### config.mk
export PLATFORM = sky130hd
export DESIGN_NAME = race_seq_ctrl_flat
export DESIGN_NICKNAME = d
export VERILOG_FILES = /design/src/rtl/race_seq_pkg.sv /design/src/rtl/race_seq_ctrl_if.sv /design/src/rtl/race_seq_ctrl_sat_counter.sv /design/src/rtl/race_seq_ctrl.sv /design/src/flat_wrapper.sv
export SDC_FILE = /design/constraint.sdc
export NUM_CORES = 1
export LEC_CHECK = 0
export ABC_CLOCK_PERIOD_IN_PS = 5000
export CAP_MARGIN = 30
export CORE_AREA = 2 2 68 103
export CTS_CLUSTER_DIAMETER = 80
export DETAILED_ROUTE_END_ITERATION = 7
export DIE_AREA = 0 0 70 105
export RECOVER_POWER = 25
export SYNTH_ARGS = -nofsm -noshare
export SYNTH_HDL_FRONTEND = slang
export SYNTH_SLANG_ARGS = --single-unit
### constraint.sdc
create_clock -name clk -period 5 [get_ports clk]
set_input_delay 0.5 -clock clk [delete_from_list [all_inputs] [get_ports clk]]
set_output_delay 0.5 -clock clk [all_outputs]
set_load 0.005 [all_outputs]
### src/rtl/race_seq_pkg.sv
// Shared types and defaults for the race_seq_ctrl lockstep counter-pair sequencer.
package race_seq_pkg;

    // Sequencer states.
    typedef enum logic [1:0] {
        IDLE = 2'd0,
        RUN  = 2'd1,
        DONE = 2'd2
    } state_t;

    // Default width of the mismatch counter.
    localparam int ERR_W_DEFAULT = 16;

endpackage

### src/rtl/race_seq_ctrl_if.sv
// Control/status bundle between a driver (master) and race_seq_ctrl (slave).
interface race_seq_ctrl_if #(
    parameter int WIDTH = 8,
    parameter int ERR_W = 16
);
    logic             start;
    logic             abort;
    logic             inject;
    logic             busy;
    logic             done;
    logic [WIDTH-1:0] count1;
    logic [WIDTH-1:0] count2;
    logic             mismatch;
    logic [ERR_W-1:0] err_cnt;

    modport master (
        output start, abort, inject,
        input  busy, done, count1, count2, mismatch, err_cnt
    );

    modport slave (
        input  start, abort, inject,
        output busy, done, count1, count2, mismatch, err_cnt
    );
endinterface

### src/rtl/race_seq_ctrl_sat_counter.sv
// Saturating up-counter with synchronous clear; holds at all ones.
module sat_counter #(
    parameter int W = 16
) (
    input  logic         clk,
    input  logic         rst_n,
    input  logic         clr,
    input  logic         inc,
    output logic [W-1:0] value
);
    logic [W-1:0] value_q;
    logic [W-1:0] value_d;

    // Clear wins over increment; increment stops once every bit is set.
    always_comb begin
        value_d = value_q;
        if (clr) begin
            value_d = '0;
        end else if (inc && (value_q != {W{1'b1}})) begin
            value_d = value_q + W'(1);
        end
    end

    // Count register.
    always_ff @(posedge clk or negedge rst_n) begin
        if (!rst_n) begin
            value_q <= '0;
        end else begin
            value_q <= value_d;
        end
    end

    assign value = value_q;
endmodule

### src/rtl/race_seq_ctrl.sv
// race_seq_ctrl: runs NUM_TESTS lockstep compares of a producer counter (count1)
// against a lagging checker counter (count2), counting mismatches in err_cnt.
// Optional build macro RACE_SEQ_STOP_ON_ERR_EN: the first failed compare ends
// the run early (DONE at the next edge) instead of running all compares.
module race_seq_ctrl
    import race_seq_pkg::*;
#(
    parameter int NUM_TESTS = 100,
    parameter int WIDTH     = 8,
    parameter int ERR_W     = ERR_W_DEFAULT
) (
    input  logic            clk,
    input  logic            rst_n,
    race_seq_ctrl_if.slave  bus
);
    localparam int                TICK_W    = $clog2(NUM_TESTS + 1);
    localparam logic [TICK_W-1:0] TICK_LAST = TICK_W'(NUM_TESTS - 1);

    state_t            state_q, state_d;
    logic [TICK_W-1:0] tick_q, tick_d;
    logic [WIDTH-1:0]  count1_q, count1_d;
    logic [WIDTH-1:0]  count2_q, count2_d;
    logic [WIDTH-1:0]  count2_inc;
    logic              busy_q, busy_d;
    logic              done_q, done_d;
    logic              mismatch_q, mismatch_d;
    logic              fail;
    logic              err_clr;
    logic              err_inc;

    // Checker expects count1 to lead count2 by exactly one, modulo 2^WIDTH.
    assign count2_inc = count2_q + WIDTH'(1);
    assign fail       = (count1_q != count2_inc);

    // Next-state and output decode for the sequencer.
    always_comb begin
        state_d    = state_q;
        tick_d     = tick_q;
        count1_d   = count1_q;
        count2_d   = count2_q;
        busy_d     = 1'b0;
        done_d     = 1'b0;
        mismatch_d = 1'b0;
        err_clr    = 1'b0;
        err_inc    = 1'b0;
        unique case (state_q)
            IDLE: begin
                if (bus.start && !bus.abort) begin
                    state_d  = RUN;
                    busy_d   = 1'b1;
                    count1_d = WIDTH'(1);
                    count2_d = '0;
                    tick_d   = '0;
                    err_clr  = 1'b1;
                end
            end
            RUN: begin
                if (bus.abort) begin
                    state_d = IDLE;
                end else begin
                    busy_d     = 1'b1;
                    count2_d   = count2_inc;
                    tick_d     = tick_q + TICK_W'(1);
                    mismatch_d = fail;
                    err_inc    = fail;
                    // On the final compare count1 holds so the pair ends equal.
                    if (tick_q < TICK_LAST) begin
                        count1_d = count1_q + (bus.inject ? WIDTH'(2) : WIDTH'(1));
                    end
                    if (tick_q == TICK_LAST) begin
                        state_d = DONE;
                        busy_d  = 1'b0;
                        done_d  = 1'b1;
                    end
`ifdef RACE_SEQ_STOP_ON_ERR_EN
                    if (fail) begin
                        state_d = DONE;
                        busy_d  = 1'b0;
                        done_d  = 1'b1;
                    end
`else
`endif
                end
            end
            DONE: begin
                state_d = IDLE;
            end
            default: begin
                state_d = IDLE;
            end
        endcase
    end

    // Sequencer state, counters and registered status outputs.
    always_ff @(posedge clk or negedge rst_n) begin
        if (!rst_n) begin
            state_q    <= IDLE;
            tick_q     <= '0;
            count1_q   <= '0;
            count2_q   <= '0;
            busy_q     <= 1'b0;
            done_q     <= 1'b0;
            mismatch_q <= 1'b0;
        end else begin
            state_q    <= state_d;
            tick_q     <= tick_d;
            count1_q   <= count1_d;
            count2_q   <= count2_d;
            busy_q     <= busy_d;
            done_q     <= done_d;
            mismatch_q <= mismatch_d;
        end
    end

    sat_counter #(
        .W (ERR_W)
    ) u_err_cnt (
        .clk   (clk),
        .rst_n (rst_n),
        .clr   (err_clr),
        .inc   (err_inc),
        .value (bus.err_cnt)
    );

    assign bus.busy     = busy_q;
    assign bus.done     = done_q;
    assign bus.mismatch = mismatch_q;
    assign bus.count1   = count1_q;
    assign bus.count2   = count2_q;
endmodule

### src/flat_wrapper.sv
// flat-port wrapper written by rule: the top's interface ports become plain ports
module race_seq_ctrl_flat import race_seq_pkg::*;
#(
    parameter int NUM_TESTS = 100,
    parameter int WIDTH     = 8,
    parameter int ERR_W     = ERR_W_DEFAULT
)
  (clk, rst_n, bus_start, bus_abort, bus_inject, bus_busy, bus_done, bus_count1, bus_count2, bus_mismatch, bus_err_cnt);
  race_seq_ctrl_if #(.WIDTH(WIDTH), .ERR_W(ERR_W)) bus_i ();
  input  logic clk;
  input  logic rst_n;
  input wire logic [$bits(bus_i.start)-1:0] bus_start;
  input wire logic [$bits(bus_i.abort)-1:0] bus_abort;
  input wire logic [$bits(bus_i.inject)-1:0] bus_inject;
  output wire logic [$bits(bus_i.busy)-1:0] bus_busy;
  output wire logic [$bits(bus_i.done)-1:0] bus_done;
  output wire logic [$bits(bus_i.count1)-1:0] bus_count1;
  output wire logic [$bits(bus_i.count2)-1:0] bus_count2;
  output wire logic [$bits(bus_i.mismatch)-1:0] bus_mismatch;
  output wire logic [$bits(bus_i.err_cnt)-1:0] bus_err_cnt;
  assign bus_i.start = bus_start;
  assign bus_i.abort = bus_abort;
  assign bus_i.inject = bus_inject;
  assign bus_busy = bus_i.busy;
  assign bus_done = bus_i.done;
  assign bus_count1 = bus_i.count1;
  assign bus_count2 = bus_i.count2;
  assign bus_mismatch = bus_i.mismatch;
  assign bus_err_cnt = bus_i.err_cnt;
  race_seq_ctrl #(.NUM_TESTS(NUM_TESTS), .WIDTH(WIDTH), .ERR_W(ERR_W)) u_core (.clk(clk), .rst_n(rst_n), .bus(bus_i));
endmodule
Word level (Yosys, flattened, before mapping)
Index checks and enable logic that the tools add are counted.
{ "totals": {"reg_bits": 44, "output_inout_bits": 35} }
{ "op_classes": {"addsub": 4, "n_lt_le_gt_ge": 1, "eq_ne": 8, "muxes": 27, "n_reduce_logical": 9} }
{ "ops": {"columns": ["op", "count"], "rows": [
  ["2-to-1 mux 8 bit", 5],
  ["2-to-1 mux 16 bit", 2],
  ["one-hot mux 8 bit (2 select lines)", 2],
  ["adder 16 x 1 -> 16 bit, second input constant", 1],
  ["!= test 16 bit, second input constant", 1],
  ["2-to-1 mux 7 bit", 2],
  ["one-hot mux 7 bit (2 select lines)", 1],
  ["2-to-1 mux 1 bit", 9],
  ["adder 8 x 1 -> 8 bit, second input constant", 1],
  ["adder 8 bit", 1],
  ["2-to-1 mux 2 bit", 4],
  ["!= test 8 bit", 1],
  ["adder 7 x 1 -> 7 bit, second input constant", 1],
  ["== test 7 bit, second input constant", 1],
  ["less-than comparator 7 bit, second input constant", 1],
  ["!= test 2 x 1 -> 1 bit, second input constant", 2],
  ["one-hot mux 2 bit (2 select lines)", 1],
  ["AND reduction 4 bit", 1],
  ["nonzero test 2 bit", 2],
  ["!= test 3 x 2 -> 1 bit, second input constant", 1],
  ["AND reduction 3 bit", 1],
  ["== test 2 x 1 -> 1 bit, second input constant", 1],
  ["logical AND 1 bit", 2],
  ["logical NOT 2 bit", 1],
  ["other kinds (4)", 4]
]} }

Logic depth before layout (Yosys ltp)
Gate-level depths: netlist of the first run.
{ "logic_depth": {"word_depth": 7, "ltp_mapped": 10, "ltp_nobuf": 8} }

Cells and area by module
Synthesis of the first run repeated with hierarchy kept, for this count alone.
{ "hier_totals": {"cells_unflattened": 260, "hier_area_um2": 2529.9} }
{ "modules_own_cells": {"columns": ["module", "n_inst", "cells_each", "area_per_inst_um2", "seq_area_each_um2"], "rows": [
  ["race_seq_ctrl", 1, 162, 1587.8, 700.7],
  ["sat_counter", 1, 98, 942.2, 400.4]
]} }

Least setup slack after synthesis of the first run
OpenSTA, ideal clock, no wires.
{ "synth_path": {"path_kind": "register -> register", "startpoint": "register u_core.count2_q[0] (netlist: u_core.bus.count2[0])", "endpoint": "register u_core.u_err_cnt.value_q[0] (netlist: u_core.u_err_cnt.value[0])", "setup_ns": 0.096, "arrival_time_ns": 2.149, "required_time_ns": 4.904, "path_slack_ns": 2.755, "stages_incl_launch_ff": 11, "n_path_buf": 3, "path_cell_list": "dfrtp_1 -> ha_1 -> nor2b_1 -> or4b_1 -> nand3_1 -> o2111a_1 -> buf_6 -> buf_12 -> buf_12 -> o211ai_1 -> o31ai_1"} }
{ "synth_via": {"elab_chain_cells": 6} }
{ "synth_rtl": {"columns": ["element", "line_no", "rtl"], "rows": [
  ["start: declaration", "race_seq_ctrl.sv:22", "logic [WIDTH-1:0] count2_q, count2_d;"],
  ["start signal: assignment", "race_seq_ctrl.sv:108", "count2_q <= count2_d;"],
  ["adder 8 x 1 -> 8 bit", "race_seq_ctrl.sv:32", "assign count2_inc = count2_q + WIDTH'(1);"],
  ["!= test 8 bit", "race_seq_ctrl.sv:33", "assign fail = (count1_q != count2_inc);"],
  ["2-to-1 mux 1 bit", "race_seq_ctrl.sv:58", "if (bus.abort) begin"],
  ["2-to-1 mux 1 bit", "race_seq_ctrl.sv:46", "unique case (state_q)"],
  ["logical AND 1 bit", "race_seq_ctrl_sat_counter.sv:19", "end else if (inc && (value_q != {W{1'b1}})) begin"],
  ["nonzero test 2 bit (no source line)", null, null],
  ["end signal: assignment", "race_seq_ctrl_sat_counter.sv:29", "value_q <= value_d;"],
  ["end: declaration", "race_seq_ctrl_sat_counter.sv:11", "logic [W-1:0] value_q;"]
]} }
Every way passes these cells.
A chain may end at the register's enable or synchronous reset.

Worst setup path after layout of the first run
{ "layout_path": {"startpoint": "register u_core.count2_q[0] (netlist: u_core.bus.count2[0])", "endpoint": "register u_core.u_err_cnt.value_q[1] (netlist: u_core.u_err_cnt.value[1])"} }
{ "layout_via": {"elab_chain_cells": 6} }
{ "layout_rtl": {"columns": ["element", "line_no", "rtl"], "rows": [
  ["adder 8 x 1 -> 8 bit", "race_seq_ctrl.sv:32", null],
  ["!= test 8 bit", "race_seq_ctrl.sv:33", null],
  ["2-to-1 mux 1 bit", "race_seq_ctrl.sv:58", null],
  ["2-to-1 mux 1 bit", "race_seq_ctrl.sv:46", null],
  ["net u_core.err_inc", "race_seq_ctrl.sv:29", "logic err_inc;"],
  ["logical AND 1 bit", "race_seq_ctrl_sat_counter.sv:19", null],
  ["nonzero test 2 bit (no source line)", null, null]
]} }
The timed path passes the listed nets, and every way through them passes these cells.

==> results of run 1 <==
==> state kept, by name (all words and copies together) (netlist names) <==
signal and flops:
u_core.bus.done 1, u_core.bus.busy 1, u_core.state_q 2, u_core.bus.mismatch 1, u_core.u_err_cnt.value 16, u_core.tick_q 7, u_core.bus.count2 8, u_core.bus.count1 8
==> cells in the final DEF (no fill, tap or decap), types with 2 or more instances in the layout <==
| cell type | Yosys | final |
|---|---|---|
| nor2_1 | 21 | 21 |
| xor2_1 | 13 | 13 |
| o21ai_2 | 7 | 7 |
| mux2i_1 | 4 | 4 |
| nor4_1 | 2 | 2 |
| nand3_1 | 16 | 16 |
| o41ai_1 | 2 | 2 |
| o21a_1 | 2 | 2 |
| xnor2_1 | 5 | 5 |
| nor3_1 | 5 | 5 |
| o31ai_1 | 3 | 3 |
| o21ai_0 | 11 | 11 |
| dfrtp_1 | 44 | 44 |
| nand4_1 | 15 | 15 |
| and4_1 | 3 | 3 |
| clkdlybuf4s50_1 | 0 | 38 |
| and3_1 | 6 | 6 |
| clkbuf_8 | 0 | 7 |
| a22o_1 | 3 | 3 |
| ha_1 | 5 | 5 |
| a31oi_1 | 2 | 2 |
| inv_1 | 4 | 4 |
| a21oi_1 | 6 | 6 |
| nand2_1 | 24 | 24 |
| nor3b_1 | 3 | 2 |
| o211ai_1 | 2 | 2 |
| clkbuf_1 | 7 | 2 |
| buf_4 | 0 | 2 |
| or3_1 | 11 | 11 |
| a21oi_2 | 7 | 7 |
==> kinds of logic (layout without fill, tap and decap cells) <==
kind of cell	after synthesis	after routing	share of synthesized area [%]
flops	44	44	43.5
fa+ha+maj	6	6	3.27
buf+inv	16	55	4.30
compound gates	55	55	16.3
mux	4	4	1.58
xor+xnor	18	18	6.23
simple gates	117	117	24.8
==> worst max-delay path, cell delays in order (launching register included) <==
cell      delay [ps]
dfrtp_1          470
ha_1             300
nor2b_1          170
or4b_1           520
nand3_1          100
o2111a_1         400
buf_16           210
nor2_2            60
a31o_1           220
==> worst max path at each step <==
| stage | startpoint | endpoint |
|---|---|---|
| 3_5_place_dp | u_core.bus.count2[0] | u_core.u_err_cnt.value[1] |
| 3_3_place_gp | u_core.bus.count2[0] | u_core.u_err_cnt.value[4] |
| 2_1_floorplan | u_core.bus.count2[0] | u_core.u_err_cnt.value[0] |
| 5_1_grt | rst_n | u_core.u_err_cnt.value[14] |
| 6_report | u_core.bus.count2[0] | u_core.u_err_cnt.value[1] |
| 4_1_cts | u_core.bus.count2[0] | u_core.u_err_cnt.value[1] |
==> report_power, final <==
part           internal (mW)  switching, mW  leakage (nW)
logic                  0.156          0.168         0.608
registers              0.389         0.0656         0.600
clock network          0.177          0.130        0.0645
total                  0.721          0.363          1.27
==> layout make-up <==
cell class / instances / area (sq um)
sequential: 44 / 1100
tap: 76 / 95.1
fill: 651 / 3300
timing repair buffer: 43 / 430
clock buffer: 7 / 96.3
multi-input combinational: 200 / 1330
inverter: 4 / 15.0
clock inverter: 1 / 30.0
==> metal layers <==
layer / vias to the layer above / GRT usage, % / share of wire [%]
li1: 1036 / - / -
met4: 0 / 6.18 / 1.6
met2: 60 / 31.8 / 53
met3: 8 / 3.18 / 4.4
met5: - / 0 / 0
met1: 1040 / 23.1 / 41
==> flow_summary.ini, run 1 <==
[routing]
num_vias = 2144
post-route-drc-count = 0
drt-vias-per-instance = 5.72
wl_per_cell_um = 17.0
detail-route-antenna-nets = 0
drt_wl_total_um = 6360
drtIter0Drc = 142
drt_first_pass_iters = 4

[cts]
cts_sinks = 44
ctsResizeCount = 0
max-clock-path-buffers = 2
cts_setup_buffers = 0
clkTransAtPathRegs_ps = 90
cts.htree.levels = 2
root_buffer = clkbuf_8
cts_tree = built
clock_latency_ps = 300
numCtsBuffers = 5
hold_buffers = 0

[worst_setup_path]
crit_required_ps = 5190
reg2reg_to = u_core.u_err_cnt.value[1]
path_max_fanout = 22
critPathArrivalTime_ps = 2750
startpoint_type = flop
r2r_cells = 8
r2r_slack_ps = 2440
endpoint_kind = flop
critPathKind = reg -> reg
reg2reg_from = u_core.bus.count2[0]

[synth]
synth_area_sq_mm = 0.00253
synth_common_cells = dfrtp_1, nand2_1, nor2_1, nand3_1, nand4_1
synth_nets = 271
synthCells = 260
synth_most_common_cell = dfrtp_1
yosysTopAreaCell = dfrtp_1
synth_top_area_share_pct = 43.5
synth_cell_types = 52
ys_top_cells_by_area = dfrtp_1, xor2_1, nand4_1
seq_area_frac_synth_pct = 43.5
postSynthRegisterBits = 44
synthArstFlopShare_pct = 100
synth_edf_count = 0
syn_area_per_cell_sq_um = 9.73
yosys_warnings = 0
synth_flop_cell = dfrtp_1

[worst_hold_path]
hp-class = in -> async

[global_routing]
antenna_found_initial = 0
grt_use_total_pct = 18.4
overflow = 0
grt_max_degree = 29
grt_pass1_wl_um = 10900
grt_pass1_vias = 2092

[floorplanning]
initial_utilization_pct = 39.5
io_pins = 40
rows = 36
die_area_sq_mm = 0.00735
die_x_um = 70
core_area_sq_mm = 0.00640
die_height_um = 105

[power_and_ir_drop]
finalPower_mw = 1.08
leakagePower_nw = 1.27
ir_drop_mv = 0.205
p_per_area_mw_per_mm2 = 350

[outcome]
violations = capacitance limit, slew limit
status = finished, violations left

[layout]
fin_util_pct = 48.4
drive_above_1_share_pct = 10.4
fin_area_sq_mm = 0.00310
stdcell_count = 375
num_antenna_cells = 0
nets = 309
area_growth_pct = 22.5

[placement]
pre_cts_slack_ps = 2080
gp_congestion = 0.849
dp.cells = 366
place_area_sq_mm = 0.00296
io_buffers = 39
place_hpwl_um = 4450

[timing]
hold_viol_final = 0
fin_skew_ps = 8.88
max_clock_freq_mhz = 391
setup_viol = 0
period_minus_slack_ps = 2560
slew_headroom_pct = -3.11
slew_violations = 29
timing.final.ws_setup_ps = 2440
tightest_slew_ps = 1550
tns_ps = 0
min_period_over_period_pct = 51.2
rsz0062_at_grt = false
holdWs_ps = 295

[job]
max-cap-violations = 1
(Power assumes the default switching activity.)
==> run 2: changes to the inputs <==
--- a/config.mk
+++ b/config.mk
@@ -5,7 +5,7 @@
 export SDC_FILE = /design/constraint.sdc
 export NUM_CORES = 1
 export LEC_CHECK = 0
-export ABC_CLOCK_PERIOD_IN_PS = 5000
+export ABC_CLOCK_PERIOD_IN_PS = 2600
 export CAP_MARGIN = 30
 export CORE_AREA = 2 2 68 103
 export CTS_CLUSTER_DIAMETER = 80
==> constraint.sdc (replaced) <==
create_clock -name clk -period 2.6 [get_ports clk]
set_input_delay 0.26 -clock clk [delete_from_list [all_inputs] [get_ports clk]]
set_output_delay 0.26 -clock clk [all_outputs]
set_load 0.005 [all_outputs]
==> flow_summary.ini, run 2 (same netlist as run 1, synthesis figures left out) <==
[routing]
drt_first_pass_iters = 4
detail-route-antenna-nets = 0
drtIter0Drc = 130
wl_per_cell_um = 16.8
drt-vias-per-instance = 5.65
drt_wl_total_um = 6410
post-route-drc-count = 0
num_vias = 2158

[worst_setup_path]
reg2reg_to = u_core.u_err_cnt.value[1]
crit_required_ps = 2790
reg2reg_from = u_core.bus.count2[1]
path_max_fanout = 28
endpoint_kind = flop
critPathKind = reg -> reg
critPathArrivalTime_ps = 2500
r2r_slack_ps = 290
r2r_cells = 8
startpoint_type = flop

[floorplanning]
die_area_sq_mm = 0.00735
die_height_um = 105
core_area_sq_mm = 0.00640
die_x_um = 70
io_pins = 40
initial_utilization_pct = 39.5
rows = 36

[cts]
cts_sinks = 44
clock_latency_ps = 290
root_buffer = clkbuf_8
ctsResizeCount = 0
cts.htree.levels = 2
numCtsBuffers = 5
cts_setup_buffers = 0
cts_tree = built
clkTransAtPathRegs_ps = 80
max-clock-path-buffers = 2

[layout]
fin_util_pct = 48.7
num_antenna_cells = 0
multi_input_area_sq_mm = 0.00133
final_common_cell = dfrtp_1
fin_area_sq_mm = 0.00311
nFillCells = 605
stdcell_count = 382
final-seq-area_sq_mm = 0.00110
final_cell_mix = dfrtp_1, clkdlybuf4s50_1, nand2_1
largest_register_ffs = 16
drive_above_1_share_pct = 12.4
area_growth_pct = 23.1
nets = 316

[timing]
holdWs_ps = 507
min_period_over_period_pct = 88.9
slew_violations = 0
hold_viol_final = 0
tightest_slew_ps = 818
max_clock_freq_mhz = 432
period_minus_slack_ps = 2310
setup_viol = 0
tns_ps = 0
slew_headroom_pct = 45.4
fin_skew_ps = 4.22
rsz0062_at_grt = false

[power_and_ir_drop]
leakagePower_nw = 1.29
p_sw_share_pct = 35.2
pwr-share-comb_pct = 32.1
intPower_mw = 1.25
ir_drop_mv = 0.576
p_clk_share_pct = 23.3
switchingPower_uw = 680
seq_power_share_pct = 44.7
p_per_area_mw_per_mm2 = 621

[placement]
place_area_sq_mm = 0.00303
gp_congestion = 0.843
io_buffers = 39
place_hpwl_um = 4660
dp.cells = 373

[job]
max-cap-violations = 0

[worst_hold_path]
holdPathEnd = u_core.u_err_cnt.value[8]
hp-class = reg -> reg
min_from = u_core.u_err_cnt.value[8]
whs_path_depth = 1

[global_routing]
grt_pass1_vias = 2051
grt_use_total_pct = 17.9
grt_max_degree = 33
antenna_found_initial = 0
grt_pass1_wl_um = 10500
overflow = 0

[outcome]
status = finished clean
[run 2: how the worst max path moves through the flow]
stage | from | endpoint | slack [ps] | depth (start not counted)
floorplan | u_core.bus.count2[0] | u_core.u_err_cnt.value[0] | 360 | 10
global placement | u_core.bus.count2[1] | u_core.u_err_cnt.value[14] | 380 | 8
detailed placement | u_core.bus.count2[1] | u_core.u_err_cnt.value[1] | 320 | 8
CTS | u_core.bus.count2[1] | u_core.u_err_cnt.value[5] | 300 | 8
global route | u_core.bus.count2[1] | u_core.u_err_cnt.value[5] | 70 | 8
finish | u_core.bus.count2[1] | u_core.u_err_cnt.value[1] | 290 | 8
[run 2: cell type report]
type,instances,area share (%)
inverters,4,0.482
clock inverters,2,0.322
multi-input cells,200,42.7
clock buffers,6,2.65
well taps,76,3.05
flip-flops and latches,44,35.4
repair buffers,50,15.4
[run 2: power by group through the flow]
stage          Combinational, mW  Clock (mW)  Sequential, mW
2_1_floorplan              0.480           0           0.846
3_3_place_gp               0.613           0           0.872
3_5_place_dp               0.618           0           0.875
4_1_cts                    0.626       0.470           0.864
5_1_grt                    0.683       0.496           0.877
6_report                   0.620       0.450           0.863
[run 2: critical path, stage by stage (launching register included)]
cell and delay, ps:
dfrtp_1 440, ha_1 280, nor2b_1 170, or4b_1 510, nand3_1 110, o2111a_1 250
buf_12 190, nor2_2 60, a31o_1 190
[run 2: timing repair]
| item | CTS | global route |
|---|---|---|
| setup endpoints to repair | 0 | 0 |
| hold endpoints to repair | 12 | 0 |
| hold buffers | 1 | 0 |
[run 2: metrics by stage]
stage | power, mW | setup slack, ps
5_1_grt | 2.06 | 73.3
3_5_place_dp | 1.49 | 320
6_report | 1.93 | 288
4_1_cts | 1.96 | 302
2_1_floorplan | 1.33 | 355
3_3_place_gp | 1.48 | 384
[run 2: per-layer routing]
layer | wire, um | vias up | part of all wire, % | GRT usage [%]
met2 | 3370 | 61 | 53 | 32.3
li1 | - | 1051 | - | -
met4 | 112 | 0 | 1.7 | 5.22
met5 | 0 | - | 0 | 0
met1 | 2630 | 1036 | 41 | 21.5
met3 | 289 | 10 | 4.5 | 2.99
==> run 3: changes to the inputs <==
--- a/config.mk
+++ b/config.mk
@@ -7,10 +7,10 @@
 export LEC_CHECK = 0
 export ABC_CLOCK_PERIOD_IN_PS = 2600
 export CAP_MARGIN = 30
-export CORE_AREA = 2 2 68 103
+export CORE_AREA = 2 2 76 93
 export CTS_CLUSTER_DIAMETER = 80
 export DETAILED_ROUTE_END_ITERATION = 7
-export DIE_AREA = 0 0 70 105
+export DIE_AREA = 0 0 78 95
 export RECOVER_POWER = 25
 export SYNTH_ARGS = -nofsm -noshare
 export SYNTH_HDL_FRONTEND = slang
==> flow_summary.ini, run 3 (same netlist as run 1, synthesis figures left out) <==
[outcome]
status = finished clean

[timing]
timing.final.ws_setup_ps = 287
tns_ps = 0
slew_violations = 0
max_clock_freq_mhz = 432
hold_viol_final = 0
slew_headroom_pct = 28.6
fin_skew_ps = 7.12
setup_viol = 0
period_minus_slack_ps = 2310
min_period_over_period_pct = 89.0
tightest_slew_ps = 1070
rsz0062_at_grt = false

[routing]
drt-vias-per-instance = 5.46
post-route-drc-count = 0
num_vias = 2142
drtIter0Drc = 112
drt_first_pass_iters = 4
detail-route-antenna-nets = 0
drt_wl_total_um = 6060
wl_per_cell_um = 15.5

[worst_setup_path]
r2r_cells = 8
critPathKind = reg -> reg
critPathArrivalTime_ps = 2500
reg2reg_to = u_core.u_err_cnt.value[1]
endpoint_kind = flop
path_max_fanout = 28
startpoint_type = flop
r2r_slack_ps = 290
reg2reg_from = u_core.bus.count2[1]
crit_required_ps = 2790

[power_and_ir_drop]
ir_drop_mv = 0.478
leakagePower_nw = 1.28
p_per_area_mw_per_mm2 = 617

[layout]
nFillCells = 648
final_common_cell = dfrtp_1
largest_register_ffs = 16
fin_util_pct = 47.2
final_cell_mix = dfrtp_1, clkdlybuf4s50_1, nand2_1
area_growth_pct = 23.4
fin_area_sq_mm = 0.00312
drive_above_1_share_pct = 11.8
nets = 315
multi_input_area_sq_mm = 0.00133
final-seq-area_sq_mm = 0.00110
num_antenna_cells = 0

[global_routing]
grt_pass1_vias = 2102
overflow = 0
grt_use_total_pct = 18.2
antenna_found_initial = 0
grt_pass1_wl_um = 10600
grt_max_degree = 29

[cts]
root_buffer = clkbuf_8
numCtsBuffers = 5
clock_latency_ps = 300
ctsResizeCount = 0
max-clock-path-buffers = 2
cts_sinks = 44
cts_setup_buffers = 0
cts.htree.levels = 2
cts_tree = built
clkTransAtPathRegs_ps = 90

[worst_hold_path]
hp-class = reg -> reg
min_from = u_core.u_err_cnt.value[8]
holdPathEnd = u_core.u_err_cnt.value[8]
whs_path_depth = 1

[floorplanning]
die_height_um = 95
rows = 33
core_area_sq_mm = 0.00661
die_x_um = 78
initial_utilization_pct = 38.3
io_pins = 40
die_area_sq_mm = 0.00741

[placement]
pre_cts_slack_ps = 291
io_buffers = 39
gp_congestion = 0.827
place_hpwl_um = 4420
place_area_sq_mm = 0.00302

[job]
max-cap-violations = 0
## run 3: critical path, stage by stage, from the launching register on
cell      delay (ps)
dfrtp_1          450
ha_1             270
nor2b_1          170
or4b_1           510
nand3_1          100
o2111a_1         250
buf_12           190
nor2_2            60
a31o_1           200
## run 3: worst max-delay path by stage
| stage | startpoint | endpoint | slack [ps] | cells after the start |
|---|---|---|---|---|
| 5_1_grt | u_core.bus.count2[1] | u_core.u_err_cnt.value[1] | 150 | 8 |
| 3_5_place_dp | u_core.bus.count2[1] | u_core.u_err_cnt.value[14] | 290 | 8 |
| 2_1_floorplan | u_core.bus.count2[0] | u_core.u_err_cnt.value[0] | 360 | 10 |
| 4_1_cts | u_core.bus.count2[1] | u_core.u_err_cnt.value[1] | 280 | 8 |
| 6_report | u_core.bus.count2[1] | u_core.u_err_cnt.value[1] | 290 | 8 |
| 3_3_place_gp | u_core.bus.count2[1] | u_core.u_err_cnt.value[1] | 350 | 8 |
## run 3: metal layers
layer,vias to the layer above,part of all wire (%),track usage [%]
li1,1045,-,-
met1,1032,47,23.9
met2,56,48,31.2
met3,9,3.6,2.58
met4,0,1.7,5.12
met5,-,0,0
## run 3: area by class of cell
class	instances	share of cell area, %
multi-input combinational	200	42.6
sequential	44	35.3
timing repair buffer	49	15.1
tap	87	3.49
clock buffer	7	2.77
inverter	4	0.481
clock inverter	1	0.241
## run 3: repair_timing
action	CTS	global route
setup endpoints to repair	0	0
hold buffers	1	0
endpoints found under the hold margin	17	0
## run 3: where the power goes
part | switching, mW | internal, mW | total (mW)
Clock | 0.239 | 0.216 | 0.455
Combinational | 0.320 | 0.291 | 0.611
Sequential | 0.109 | 0.749 | 0.858
Total | 0.668 | 1.26 | 1.92
## run 3: stage by stage
step                      std cells  total power [mW]  hold slack [ps]
after global routing            392              2.05              562
after detailed placement        383              1.49              230
after CTS                       392              1.95              438
after global placement          383              1.48              230
after floorplan                 260              1.33            -35.6
final                           392              1.92              509
==> patch: new RTL, settings of run 2 <==
Make the reset (`rst_n`) synchronous in 2 clocked blocks.
--- a/src/rtl/race_seq_ctrl_sat_counter.sv
+++ b/src/rtl/race_seq_ctrl_sat_counter.sv
@@ -23,5 +23,5 @@
 
     // Count register.
-    always_ff @(posedge clk or negedge rst_n) begin
+    always_ff @(posedge clk) begin
         if (!rst_n) begin
             value_q <= '0;
--- a/src/rtl/race_seq_ctrl.sv
+++ b/src/rtl/race_seq_ctrl.sv
@@ -93,5 +93,5 @@
 
     // Sequencer state, counters and registered status outputs.
-    always_ff @(posedge clk or negedge rst_n) begin
+    always_ff @(posedge clk) begin
         if (!rst_n) begin
             state_q    <= IDLE;
Formal check against the unedited RTL: differs if rst_n is asserted again (counterexample within 4 cycles, from zero or initial values and one cycle with rst_n low); with rst_n held inactive, the same outputs for 10 cycles.
==> patch against run 2 <==
Die area stayed put. Cell count is 8.4% higher. Design area is 2.5% lower. Sequential share of layout area is 6.3 points lower. Wire length is 2.6% lower. Area after synthesis is 4.2% lower. Global-route usage is 0.36 points lower. Via count is 12% higher. Setup slack worse by 16 ps. Sequential cell count stayed put. Critical endpoint is now u_core.u_err_cnt.value[13]. Largest cell class unchanged.
Power is not compared: it rests on default switching activity, and its combinational part moved more than twofold at a synthesized area within 25%.
==> patch: results (changes against run 2) <==
final WL=6239 µm (-2.6%); Largest register FFs=16 (unchanged); Tightest Pin Transition=648.8 ps (-169.7 ps); Critical Path AT=2560 ps (+60 ps); CP Capture Point=u_core.u_err_cnt.value[13]; DR iter-0 viols=94 (-28%); largest net degree at the start of global routing=27 (-18%); worst skew pair latency=300 ps; R2R cell count=7 (-1); dpl hpwl=4582 µm (-1.6%); first-pass GRT wire length=10720 µm (+2.5%); Logic inverters=2 (-2); status=complete, no violations; dpl cells=405 (+8.6%); Netlist cell types=52 (unchanged); Reg clk slew, reported paths=90 ps; fraction of cell area in non-clock buffers=15.84% (+0.44 points); reg2reg setup slack=270 ps (-20 ps); Pleak=1.065 nW; share of cells above drive strength 1=6.805% (-5.6 points); First-pass DRT Iterations=4 (unchanged); P_sw=324.7 µW; hold endpoint=u_core.u_err_cnt.value[9]; fillcell total=663 (+9.6%); CTS root buf=clkbuf_8; Clock buf/inv share=4.000% (+1.0 points); routability cong.=0.8547 (+1.4%); total track usage=17.54% (-0.36 points); fraction of area in multi-input gates=47.75% (+5.0 points); final layout net count=348 (+10%); Vias=2420 (+12%); number of global-route vias before repair=2272 (+11%); Signal buffers=52 (+4.0%); FF/Latch Area=880.8 µm² (-20%); crit path max fanout=14 (-50%); final core utilization=47.44% (-1.2 points); slowest stage cell, crit path=or4_1; vias per cell=5.845 (+3.5%); Post-synth top cells=44 x dfxtp_1, 26 x nor2_1, 20 x a21oi_1, 20 x nand2_1, 19 x nand3_1; Critical Path Start=u_core.u_err_cnt.value[0]; hold_sp=u_core.u_err_cnt.value[9]; Hold Path Cell Cnt=2 (+1); Cell Area, Synth=2422 µm² (-4.2%); Setup Skew=4.521 ps (+0.3009 ps); Area contributors post-synth=dfxtp_1 36%, a21oi_1 4.1%, nor2_1 4.0%, nand3_1 3.9%, nand2_1 3.1%; Max IR drop VDD=0.0002649 V; CLK BUF=6 (unchanged); worst hold margin=501.9 ps (-5.251 ps); syn_nets=306 (+13%); Post-CTS Setup Inserts=0 (unchanged); asr flop ratio synth=0% (-100 points); multi-input gates=232 (+16%); Syn Inst Count=295 (+13%); slowest stage delay, CP=590 ps (+80 ps); DP Area=2913 µm² (-3.8%); worst slack, placed=94.46 ps (-225.7 ps); initial antenna violation count=0 (unchanged); Seq/Total Area, Yosys=36.36% (-7.2 points); most used flip-flop cell after synthesis=dfxtp_1; Fmax achieved=0.4296 GHz (-0.67%)
[patch: cell types whose count changed in the layout (fill, tap and decap cells not counted), sizes merged, moves of 5 or more]
cell / run 2 / this run
and2: 0 / 6
dlygate4sd3: 1 / 15
xor2: 13 / 6
nor2b: 1 / 6
a21boi: 0 / 5
dfxtp: 0 / 44
clkdlybuf4s50: 38 / 24
a21oi: 13 / 20
dfrtp: 44 / 0
or4: 1 / 7
[patch: routing by layer]
metal  wire [µm]  GRT usage [%]  vias up
met5           0              0        -
met4         122          7.005        0
met1        2677          20.35     1158
met3         271          2.797       11
met2        3167          31.56       61
li1            -              -     1190
[patch: logic make-up after synthesis]
kind of cell / Yosys count / share of synthesized area, %
AOI/OAI and AO/OA: 73 / 19.84
buffers and inverters: 19 / 4.132
and+or+nand+nor: 139 / 31.20
DFF: 44 / 36.36
adders and majority gates: 6 / 3.409
xor gates and xnor gates: 14 / 5.062
